--- config.mk ---
export PLATFORM = sky130hd
export DESIGN_NAME = weight_rom_stream_ctrl_flat
export DESIGN_NICKNAME = d
export VERILOG_FILES = /design/src/rtl/weight_rom_stream_ctrl_if.sv /design/src/rtl/weight_rom_stream_ctrl.sv /design/src/flat_wrapper.sv
export SDC_FILE = /design/constraint.sdc
export NUM_CORES = 1
export LEC_CHECK = 0
export CORE_ASPECT_RATIO = 0.6
export CORE_MARGIN = 5
export CORE_UTILIZATION = 55
export CTS_BUF_LIST = sky130_fd_sc_hd__clkbuf_8 sky130_fd_sc_hd__clkbuf_16
export DETAILED_ROUTE_END_ITERATION = 8
export PLACE_DENSITY = 0.79
export SYNTH_ARGS = -nofsm -noshare
export SYNTH_HDL_FRONTEND = slang
export SYNTH_SLANG_ARGS = --single-unit
export TNS_END_PERCENT = 1
--- constraint.sdc ---
create_clock -name clk -period 27.7 [get_ports clk]
set_clock_uncertainty 0.2 [all_clocks]
set_input_delay 5.54 -clock clk [delete_from_list [all_inputs] [get_ports clk]]
set_output_delay 5.54 -clock clk [all_outputs]
set_load 0.03 [all_outputs]
--- src/rtl/weight_rom_stream_ctrl_if.sv ---
// weight_rom_stream_ctrl_if: ROM read port plus valid/ready output stream of the weight ROM sequencer
//   rom_addr/rom_ce/rom_q : ROM address0/ce0/q0
//   data_out/_last/_valid/_ready : buffered word stream with last-of-pass marker
interface weight_rom_stream_ctrl_if #(
  parameter int DATA_WIDTH = 128,
  parameter int ADDR_WIDTH = 11
);
  logic [ADDR_WIDTH-1:0] rom_addr;
  logic                  rom_ce;
  logic [DATA_WIDTH-1:0] rom_q;
  logic [DATA_WIDTH-1:0] data_out;
  logic                  data_out_last;
  logic                  data_out_valid;
  logic                  data_out_ready;
  modport master (output rom_addr, rom_ce, data_out, data_out_last, data_out_valid, input rom_q, data_out_ready);
  modport slave (input rom_addr, rom_ce, data_out, data_out_last, data_out_valid, output rom_q, data_out_ready);
endinterface

--- src/rtl/weight_rom_stream_ctrl.sv ---
// weight_rom_stream_ctrl: start/done sequencer replaying a 2-cycle-latency ROM num_passes times into a backpressured stream
//   clk, rst (async, active-high)
//   start, num_passes : run request, pass count latched in IDLE
//   busy, done        : high in RUN/DRAIN, one-cycle completion pulse
//   bus               : ROM read port and output stream (master side)
module weight_rom_stream_ctrl #(
  parameter int DATA_WIDTH  = 128,
  parameter int DEPTH       = 576,
  parameter int ADDR_WIDTH  = $clog2(DEPTH) + 1,
  parameter int PASS_WIDTH  = 16,
  parameter int FIFO_DEPTH  = 4,
  parameter int ROM_LATENCY = 2
) (
  input  logic                  clk,
  input  logic                  rst,
  input  logic                  start,
  input  logic [PASS_WIDTH-1:0] num_passes,
  output logic                  busy,
  output logic                  done,
  weight_rom_stream_ctrl_if.master bus
);
  localparam int PW = $clog2(FIFO_DEPTH);
  localparam int CW = PW + 1;
  localparam logic [1:0] IDLE = 2'd0, RUN = 2'd1, DRAIN = 2'd2;
  localparam logic [ADDR_WIDTH-1:0] LAST_ADDR = ADDR_WIDTH'(DEPTH - 1);
  localparam logic [CW:0] FD = (CW + 1)'(FIFO_DEPTH);
  logic [1:0]            state;
  logic [PASS_WIDTH-1:0] passes, pass_cnt;
  logic [ADDR_WIDTH-1:0] addr;
  logic [ROM_LATENCY-1:0] vsr, lsr;
  logic [DATA_WIDTH-1:0] mem [FIFO_DEPTH];
  logic [FIFO_DEPTH-1:0] lmem;
  logic [PW-1:0]         wptr, rptr;
  logic [CW-1:0]         count;
  logic [CW:0]           occ;
  logic                  pop, wr, issue, wrap, final_issue;
  assign pop  = bus.data_out_valid & bus.data_out_ready;
  assign wr   = vsr[ROM_LATENCY-1];
  // Reads in flight plus buffered words, with this cycle's pop already freeing its slot,
  // so every issued read is guaranteed a FIFO entry when it returns.
  assign occ  = (CW + 1)'($countones(vsr)) + {1'b0, count} - {{CW{1'b0}}, pop};
  assign issue = (state == RUN) && (occ < FD);
  assign wrap  = addr == LAST_ADDR;
  assign final_issue = issue && wrap && (pass_cnt == passes - 1'b1);
  assign busy = state != IDLE;
  assign bus.rom_ce = busy;
  assign bus.rom_addr = addr;
  assign bus.data_out = mem[rptr];
  assign bus.data_out_last = lmem[rptr];
  assign bus.data_out_valid = count != '0;
  always_ff @(posedge clk or posedge rst) begin
    if (rst) begin
      state    <= IDLE;
      passes   <= '0;
      pass_cnt <= '0;
      addr     <= '0;
      vsr      <= '0;
      lsr      <= '0;
      lmem     <= '0;
      wptr     <= '0;
      rptr     <= '0;
      count    <= '0;
      done     <= 1'b0;
      for (int i = 0; i < FIFO_DEPTH; i++) mem[i] <= '0;
    end else begin
      done  <= 1'b0;
      // Non-issue cycles shift in a 0 tag so the repeated ROM read is dropped.
      vsr   <= {vsr[ROM_LATENCY-2:0], issue};
      lsr   <= {lsr[ROM_LATENCY-2:0], issue & wrap};
      count <= count + CW'(wr) - CW'(pop);
      if (wr) begin
        mem[wptr]  <= bus.rom_q;
        lmem[wptr] <= lsr[ROM_LATENCY-1];
        wptr       <= wptr + 1'b1;
      end
      if (pop) rptr <= rptr + 1'b1;
      if (issue) begin
        addr <= wrap ? '0 : addr + 1'b1;
        if (wrap) pass_cnt <= pass_cnt + 1'b1;
      end
      if (state == IDLE && start) begin
        if (num_passes == '0) done <= 1'b1;
        else begin
          state    <= RUN;
          passes   <= num_passes;
          pass_cnt <= '0;
          addr     <= '0;
        end
      end
      if (final_issue) state <= DRAIN;
      if (state == DRAIN && vsr == '0 && count == CW'(1) && pop) begin
        state <= IDLE;
        done  <= 1'b1;
      end
    end
  end
endmodule

--- src/flat_wrapper.sv ---
// flat-port wrapper written by rule: the top's interface ports become plain ports
module weight_rom_stream_ctrl_flat 
#(
  parameter int DATA_WIDTH  = 128,
  parameter int DEPTH       = 576,
  parameter int ADDR_WIDTH  = $clog2(DEPTH) + 1,
  parameter int PASS_WIDTH  = 16,
  parameter int FIFO_DEPTH  = 4,
  parameter int ROM_LATENCY = 2
)
  (clk, rst, start, num_passes, busy, done, bus_rom_addr, bus_rom_ce, bus_data_out, bus_data_out_last, bus_data_out_valid, bus_rom_q, bus_data_out_ready);
  weight_rom_stream_ctrl_if #(.DATA_WIDTH(DATA_WIDTH), .ADDR_WIDTH(ADDR_WIDTH)) bus_i ();
  input  logic clk;
  input  logic rst;
  input  logic start;
  input  logic [PASS_WIDTH-1:0] num_passes;
  output logic busy;
  output logic done;
  output wire logic [$bits(bus_i.rom_addr)-1:0] bus_rom_addr;
  output wire logic [$bits(bus_i.rom_ce)-1:0] bus_rom_ce;
  output wire logic [$bits(bus_i.data_out)-1:0] bus_data_out;
  output wire logic [$bits(bus_i.data_out_last)-1:0] bus_data_out_last;
  output wire logic [$bits(bus_i.data_out_valid)-1:0] bus_data_out_valid;
  input wire logic [$bits(bus_i.rom_q)-1:0] bus_rom_q;
  input wire logic [$bits(bus_i.data_out_ready)-1:0] bus_data_out_ready;
  assign bus_rom_addr = bus_i.rom_addr;
  assign bus_rom_ce = bus_i.rom_ce;
  assign bus_data_out = bus_i.data_out;
  assign bus_data_out_last = bus_i.data_out_last;
  assign bus_data_out_valid = bus_i.data_out_valid;
  assign bus_i.rom_q = bus_rom_q;
  assign bus_i.data_out_ready = bus_data_out_ready;
  weight_rom_stream_ctrl #(.DATA_WIDTH(DATA_WIDTH), .DEPTH(DEPTH), .ADDR_WIDTH(ADDR_WIDTH), .PASS_WIDTH(PASS_WIDTH), .FIFO_DEPTH(FIFO_DEPTH), .ROM_LATENCY(ROM_LATENCY)) u_core (.clk(clk), .rst(rst), .start(start), .num_passes(num_passes), .busy(busy), .done(done), .bus(bus_i));
endmodule
# After elaboration in Yosys (flattened, before gate mapping)
# Cells that the tools add are included.
dict set report totals {
  ff_bits 573
  input_bits 148
  out_inout_bits 144
}
dict set report op_classes {
  addsub 10
  magnitude_cmp 7
  n_eq_ne 6
  muxes 26
  bitwise_logic 5
  n_reduce_logical 17
}
# op n
set ops {}
lappend ops {{bitwise mux 512 bit} 1}
lappend ops {{2-to-1 mux 128 bit} 3}
lappend ops {{binary-select mux 128 bit (select 2 bit)} 1}
lappend ops {{demux 128 bit (select 2 bit)} 1}
lappend ops {{2-to-1 mux 16 bit} 4}
lappend ops {{2-to-1 mux 11 bit} 4}
lappend ops {{adder 16 x 1 -> 16 bit (second input constant)} 1}
lappend ops {{== test 16 bit} 1}
lappend ops {{logical NOT 16 bit} 1}
lappend ops {{subtractor 16 x 1 -> 16 bit (second input constant)} 1}
lappend ops {{adder 11 x 1 -> 11 bit (second input constant)} 1}
lappend ops {{== test 11 x 10 -> 1 bit (second input constant)} 1}
lappend ops {{logical AND 1 bit} 9}
lappend ops {{2-to-1 mux 2 bit} 4}
lappend ops {{>= comparator 3 bit (second input constant)} 2}
lappend ops {{less-than comparator 2 x 3 -> 1 bit (second input constant)} 2}
lappend ops {{inverter 2 -> 3 bit} 2}
lappend ops {{nonzero test 3 bit} 2}
lappend ops {{2-to-1 mux 1 bit} 5}
lappend ops {{adder 2 x 1 -> 2 bit (second input constant)} 2}
lappend ops {{adder 4 x 3 -> 4 bit} 1}
lappend ops {{bitwise mux 4 bit} 1}
lappend ops {{logical NOT 2 bit} 2}
lappend ops {{less-than comparator 4 x 3 -> 1 bit (second input constant)} 1}
lappend ops {{16 further kinds} 18}

# Logic depth before layout (Yosys ltp)
# Gate-level depths: netlist of run 1.
dict set report logic_depth {
  ltp_word 9
  mapped_depth 13
  mapped_depth_nobuf 13
}

# Worst setup path after synthesis of run 1
# Ideal clock, no wire load.
dict set report synth_path {
  kind {input -> register}
  from {input port bus_data_out_ready}
  to {register u_core.pass_cnt[15]}
  setup_time_ns 0.078
  t_arrival_ns 7.936
  slack_ns 19.486
  cell_stages 10
  n_path_buf 0
  path_cell_list {and2_1 > ha_1 > inv_1 > ha_1 > nand3b_1 > a311oi_1 > nand4_4 > or4_4 > or3_1 > a21oi_1}
}
dict set report synth_via {
  elab_chain_len 7
}
# element line_no
set synth_rtl {}
lappend synth_rtl {{start: declaration} flat_wrapper.sv:25} ;# input wire logic [$bits(bus_i.data_out_ready)-1:0] bus_data_out_ready;
lappend synth_rtl {{bitwise AND 1 bit (*)} weight_rom_stream_ctrl.sv:37} ;# assign pop = bus.data_out_valid & bus.data_out_ready;
lappend synth_rtl {{subtractor 4 x 1 -> 4 bit (*)} weight_rom_stream_ctrl.sv:41} ;# assign occ = (CW + 1)'($countones(vsr)) + {1'b0, count} - {{CW{1'b0}}, pop};
lappend synth_rtl {{less-than comparator 4 x 3 -> 1 bit (*)} weight_rom_stream_ctrl.sv:42} ;# assign issue = (state == RUN) && (occ < FD);
lappend synth_rtl {{logical AND 1 bit (*)} weight_rom_stream_ctrl.sv:42}
lappend synth_rtl {{2-to-1 mux 16 bit (*)} weight_rom_stream_ctrl.sv:77} ;# if (issue) begin
lappend synth_rtl {{2-to-1 mux 16 bit} weight_rom_stream_ctrl.sv:82} ;# if (num_passes == '0) done <= 1'b1;
lappend synth_rtl {{2-to-1 mux 16 bit (*)} weight_rom_stream_ctrl.sv:81} ;# if (state == IDLE && start) begin
lappend synth_rtl {{end signal: assignment} weight_rom_stream_ctrl.sv:79} ;# if (wrap) pass_cnt <= pass_cnt + 1'b1;
lappend synth_rtl {{end: declaration} weight_rom_stream_ctrl.sv:28} ;# logic [PASS_WIDTH-1:0] passes, pass_cnt;
# Mark *: on every way between the ends. The rest lies on a longest branch, timed or not.
# A chain may end at the register's enable or synchronous reset.

# Final worst setup path of run 1
dict set report layout_path {
  from {register u_core.rptr[0]}
  to {output port bus_data_out[29]}
}
dict set report layout_via {
  elab_chain_len 4
}
# element line_no
set layout_rtl {}
lappend layout_rtl {{start: declaration} weight_rom_stream_ctrl.sv:33} ;# logic [PW-1:0] wptr, rptr;
lappend layout_rtl {{start signal: assignment} weight_rom_stream_ctrl.sv:76} ;# if (pop) rptr <= rptr + 1'b1;
lappend layout_rtl {{inverter 2 -> 3 bit (not written as such)} weight_rom_stream_ctrl.sv:48} ;# assign bus.data_out = mem[rptr];
lappend layout_rtl {{binary-select mux 128 bit (select 2 bit)} weight_rom_stream_ctrl.sv:48}
lappend layout_rtl {{2-to-1 mux 128 bit (not written as such) (2 in series)} weight_rom_stream_ctrl.sv:48}
lappend layout_rtl {{end: declaration} flat_wrapper.sv:21} ;# output wire logic [$bits(bus_i.data_out)-1:0] bus_data_out;
# Every way passes these cells. The select of a mux whose other input is x is not followed.

==> out/metrics.yaml, run 1 <==
yosys_warnings: 0
ff2ff_path_depth: 11
syn_area_mm2: 0.0253
rrSetupSlack_ps: 23700
drive_gt1_share_pct: 41.0
max_slew_margin_pct: 29.6
dr_wl_met3_um: 2390
final.period_utilization_pct: 36.2
drcViolationCount: 0
post_cts.repair.setup_buffers: 0
syn_nets: 1750
fin_hold_ws_ps: 158
port-buffer-count: 291
hold_viol_final: 0
clock_tree.buffer_depth: 3
r2r_end: "u_core.pass_cnt[15]$_DFF_PP0_"
worstPathArrival_ps: 4280
dr_wl_met2_um: 27400
p_per_area_mw_per_mm2: 139
ys_types: 48
finalSetupViolCount: 0
holdBufCountCts: 0
wl_um: 56800
ctsHtreeMaxLevel: 2
finalNetCount: 2019
grt_pass1_wl_um: 92300
tightest_slew_ps: 1060
met1_length_um: 26100
area_growth_pct: 21.1
die_h_um: 176
first_pass_iters: 5
ys.flop_type: "dfrtp_1"
status: "finished, final reports clean"
drv_cap: 0
insertion_delay_ps: 570
endpoint_kind: "primary output"
rr_startpoint: "u_core.vsr[1]$_DFF_PP0_"
die_area_mm2: 0.0505
gp_congestion: 0.811
grt_usage_pct: 22.8
p_leak_uw: 0.0126
grt_pass1_vias: 16100
fillers: 2970
async_flop_share_pct: 100
hp-start: "u_core.lsr[0]$_DFF_PP0_"
initial_utilization_pct: 56.0
path_clk_slew_ps: 70
rsz0062_at_grt: "no"
die_x_um: 287
ir_drop_uv: 76.6
num_rows: 60
routed-via-count: 14600
crit_type: "reg2out"
holdPathStages: 0
cts_tree: "built"
clock-root-buffer: "clkbuf_16"
ant_nets: 0
synth_top_area_share_pct: 56.7
fin_crit_ps: 10020
hold_end: "u_core.lsr[1]$_DFF_PP0_"
numCtsBuffers: 54
ys_top_cells_by_area: "dfrtp_1 57%, mux2_2 24%, mux4_2 11%, clkbuf_1 1.1%, xnor2_1 1.1%"
synth_top_cell_by_area: "dfrtp_1"
grt_max_degree: 137
coreArea_mm2: 0.0451
vias_per_cell: 5.81
post_cts_resized: 0
top_layer: "met5"
ys_seq_elements: 573
hp-class: "reg2reg"
yosysSeqAreaShare_pct: 56.7
wl_per_cell_um: 22.6
clock-sinks: 573
layout_commonest_cell: "dfrtp_1"
final_cell_mix: "571 x dfrtp_1, 530 x mux2_2, 291 x clkdlybuf4s50_1"
synth_area_per_cell_um2: 15.9
overflow: 0
syn_inst: 1586
synth_edf_count: 0
io_pins: 292
max_freq_mhz: 99.8
hpwl_um: 36500
setup-tns-final_ps: 0
crit_required_ps: 21960
cp_max_fo: 52
antenna_found_initial: 1
drt_iter0_markers: 883
start_kind: "flip-flop"
drv_slew: 0
[per-stage QoR]
stage	util [%]	total power, uW	instance area (um^2)	worst slack, ps	cells
4_1_cts	67.8	4290	30600	17580	2517
6_report	67.8	4240	30600	17680	2518
2_1_floorplan	-	2820	25300	5930	1586
3_3_place_gp	63.8	3450	28800	17880	2419
3_5_place_dp	63.8	3520	28800	17770	2419
5_1_grt	67.8	4470	30600	17460	2517
[area by class of cell]
type | instances | area (um^2) | area share [%]
tap | 620 | 776 | 2.53
antenna | 1 | 2.50 | 0.00817
clock buffer | 70 | 1610 | 5.24
multi-input combinational | 890 | 10500 | 34.3
clock inverter | 28 | 228 | 0.744
sequential | 573 | 14300 | 46.9
timing repair buffer | 310 | 3060 | 9.98
inverter | 26 | 105 | 0.343
[synth_stat cells, drive strengths merged, types with 3 or more instances]
master and number:
nand3b 4, mux2 530, nor2 30, buf 21, dfrtp 573, clkbuf 76
nand2 25, o21ai 13, mux4 129, xor2 11, and3 4, ha 15
or3 9, nor4 20, xnor2 32, a21oi 9, inv 26, mux2i 3
nor3 13, nand4 4, nand3 12
[logic make-up (layout without fill, tap and decap cells)]
| logic type | Yosys count | count (layout) | share of synthesized area (%) |
|---|---|---|---|
| fa+ha+maj | 16 | 16 | 0.822 |
| other cells | 0 | 1 | 0 |
| mux | 662 | 662 | 35.2 |
| buf+inv | 123 | 434 | 1.88 |
| compound gates | 35 | 35 | 0.921 |
| xor+xnor | 43 | 43 | 1.49 |
| simple gates | 134 | 134 | 2.93 |
| flops | 573 | 573 | 56.7 |
[power by group]
part | switching (uW) | internal, uW | leakage, uW
registers | 248 | 1250 | 0.00676
logic | 947 | 1050 | 0.00493
clock network | 313 | 442 | 0.000959
total | 1510 | 2740 | 0.0126
[worst max-delay path, cell delays in order, from the launching register on]
cell	delay (ps)
dfrtp_4	870
buf_4	790
buf_4	730
mux4_2	590
clkdlybuf4s50_1	630
[worst max-delay path by stage]
stage	from	to	slack, ps	cells past startpoint
5_1_grt	u_core.rptr[0]$_DFFE_PP0P_	bus_data_out[29]	17460	4
3_5_place_dp	rst	u_core.mem[205]$_DFFE_PP0P_	17770	5
4_1_cts	u_core.rptr[0]$_DFFE_PP0P_	bus_data_out[29]	17580	4
2_1_floorplan	rst	u_core.bus.rom_addr[0]$_DFF_PP0_	5930	1
3_3_place_gp	rst	u_core.mem[107]$_DFFE_PP0P_	17880	5
6_report	u_core.rptr[0]$_DFFE_PP0P_	bus_data_out[29]	17680	4
[state kept, by name, summed over array words and instances, names as in the netlist]
signal,count
u_core.passes,16
u_core.bus.rom_addr,11
u_core.pass_cnt,16
u_core.mem,512
u_core.lmem,4
u_core.done,1
u_core.count,3
u_core.wptr,2
u_core.state,2
u_core.rptr,2
u_core.vsr,2
u_core.lsr,2
[routing by layer]
metal,track usage [%],vias to the layer above
li1,-,6426
met1,33.9,7853
met2,36.8,290
met3,3.82,67
met4,3.72,2
met5,0,-
Power figures use the tool's default switching activity.
==> run 2: changes to the inputs <==
- CORE_UTILIZATION: 55 -> 51
- PLACE_DENSITY: 0.79 -> 0.77
- clock period: 27.7 -> 8.45 ns (I/O delays scaled with it)
==> out/metrics.yaml, run 2 (same netlist as run 1, synthesis figures left out) <==
status: "finished, final reports clean"
setup-tns-final_ps: 0  # unchanged
max_slew_margin_pct: 29.5  # -0.16 points
drive_gt1_share_pct: 41.0  # about the same
numCtsBuffers: 54  # unchanged
wl_um: 56200  # -1.0%
num_rows: 63  # +5.0%
ant_nets: 0  # unchanged
holdBufCountCts: 0  # unchanged
drcViolationCount: 0  # unchanged
reg.largest.list: "u_core.mem x512, u_core.pass_cnt x16, u_core.passes x16"
final_util_pct: 62.3  # -5.5 points
p_total_uw: 13900  # +230%
wl_per_cell_um: 22.1  # -2.0%
finalSetupViolCount: 0  # unchanged
die_area_mm2: 0.0543  # +7.5%
grt_usage_pct: 20.9  # -1.9 points
crit_required_ps: 6560  # -15,400 ps
p_leak_uw: 0.0126  # -0.16%
largest_reg_flops: 512  # unchanged
pwr-share-seq_pct: 34.9  # -0.3 points
ctsHtreeMaxLevel: 2  # unchanged
crit_type: "reg2out"
cp.depth: 3  # -1
ir_drop_uv: 283  # +270%
finalNetCount: 2016  # -0.15%
fin_hold_ws_ps: 233  # +75.1 ps
die_x_um: 297  # +3.7%
path_clk_slew_ps: 60  # about the same
routed-via-count: 14500  # -0.61%
port-buffer-count: 291  # unchanged
overflow: 0  # unchanged
regMostFlops: "u_core.mem"
clock_tree.buffer_depth: 3  # unchanged
initial_utilization_pct: 51.4  # -4.6 points
grt_max_degree: 189  # +38%
pwr-share-clk_pct: 17.7  # about the same
crit_chain: "buf_4 > mux4_2 > clkdlybuf4s50_1"
path_buf_inv: 2  # -1
gp_congestion: 0.799  # -1.4%
die_h_um: 182  # +3.6%
hpwl_um: 35000  # -4.1%
final.period_utilization_pct: 64.5
first_pass_iters: 5  # unchanged
ff2ff_path_depth: 11  # unchanged
insertion_delay_ps: 560  # about the same
holdPathStages: 0  # unchanged
max_freq_mhz: 183
power_switching_uw: 4940  # +230%
cp_max_fo: 40  # -23%
layout_commonest_cell: "dfrtp_1"
rsz0062_at_grt: "no"
switching_share_pct: 35.6  # about the same
endpoint_kind: "primary output"
fillers: 3570  # +20%
tightest_slew_ps: 1060  # +2.44 ps
cpMaxStageDelayCell: "dfrtp_4"
start_kind: "flip-flop"
area_growth_pct: 21.3
drv_cap: 0  # unchanged
hold_viol_final: 0  # unchanged
crit_family: "buffers and inverters"
vias_per_cell: 5.72  # -1.6%
io_pins: 292  # unchanged
combPwrFrac_pct: 47.5  # +0.5 points
cts_tree: "built"
clock-sinks: 573  # unchanged
post_cts.repair.setup_buffers: 0  # unchanged
post_cts_resized: 0  # unchanged
fin_crit_ps: 5450
worstPathArrival_ps: 3560  # -720 ps
final_cell_mix: "571 x dfrtp_1, 530 x mux2_2, 291 x clkdlybuf4s50_1"
p_int_uw: 8940  # +230%
p_per_area_mw_per_mm2: 453  # +230%
cpPeakStageDelay_ps: 910  # +40 ps
drv_slew: 0  # unchanged
antenna_found_initial: 2  # +1
grt_pass1_wl_um: 92200  # -0.19%
clock-root-buffer: "clkbuf_16"
hp-class: "reg2reg"
coreArea_mm2: 0.0492  # +9.0%
grt_pass1_vias: 16100  # +0.26%
drt_iter0_markers: 658  # -25%
run 2: changes by cell type in the layout (fill, tap and decap cells not counted):
cell and change:
buf_12 +5, buf_4 -8, bufinv_16 -1, clkbuf_8 -1, clkinv_4 +1, clkinvlp_4 +2, inv_1 -2, inv_6 +1
inv_8 -1
run 2: layout make-up:
class | count | area, um^2 | area share [%]
Tap cell | 650 | 813 | 2.65
Antenna cell | 1 | 2.50 | 0.00816
Sequential cell | 573 | 14300 | 46.8
Multi-Input combinational cell | 890 | 10500 | 34.2
Clock buffer | 69 | 1590 | 5.19
Timing Repair Buffer | 307 | 3100 | 10.1
Clock inverter | 28 | 215 | 0.702
Inverter | 26 | 101 | 0.331
run 2: per-layer routing:
layer / GRT usage [%] / share of wire, % / vias to the layer above
li1: - / - / 6409
met1: 29.3 / 44 / 7743
met2: 34.9 / 49 / 295
met3: 3.63 / 4.3 / 100
met4: 5.03 / 2.5 / 2
met5: 0 / 0.023 / -
run 2: power groups by stage:
stage	Clock (uW)	Sequential (uW)	Combinational (uW)
CTS	2520	4830	6700
global route	2640	4990	6990
floorplan	0	4580	4660
detailed placement	0	4860	6660
finish	2450	4840	6590
global placement	0	4770	6510
run 2: worst register-to-register path, stage by stage (launching register included):
cell,delay [ps]
dfrtp_1,700
ha_1,260
inv_1,40
ha_1,260
inv_1,40
ha_1,270
nand3b_1,110
a311oi_1,500
nand4_4,350
or4_4,670
or3_1,360
a21oi_1,150
run 2: worst paths after layout:
check                                           start                             to  slack (ps)
max                        u_core.rptr[1]$_DFFE_PP0P_               bus_data_out[95]        3000
min                           u_core.vsr[0]$_DFF_PP0_        u_core.vsr[1]$_DFF_PP0_         230
max reg2reg                   u_core.vsr[1]$_DFF_PP0_  u_core.pass_cnt[15]$_DFF_PP0_        4450
min reg2reg                   u_core.vsr[0]$_DFF_PP0_        u_core.vsr[1]$_DFF_PP0_         230
max in group asynchronous                         rst    u_core.mem[473]$_DFFE_PP0P_        5310
min in group asynchronous                         rst     u_core.mem[18]$_DFFE_PP0P_        1340
run 2: through the flow:
step                      setup WS (ps)  instances  instance area, um^2
after floorplan                   -1250       1586                25300
after CTS                          2900       2543                30700
after global routing               2770       2544                30700
after global placement             3270       2446                28800
after detailed placement           3190       2446                28800
final                              3000       2544                30700
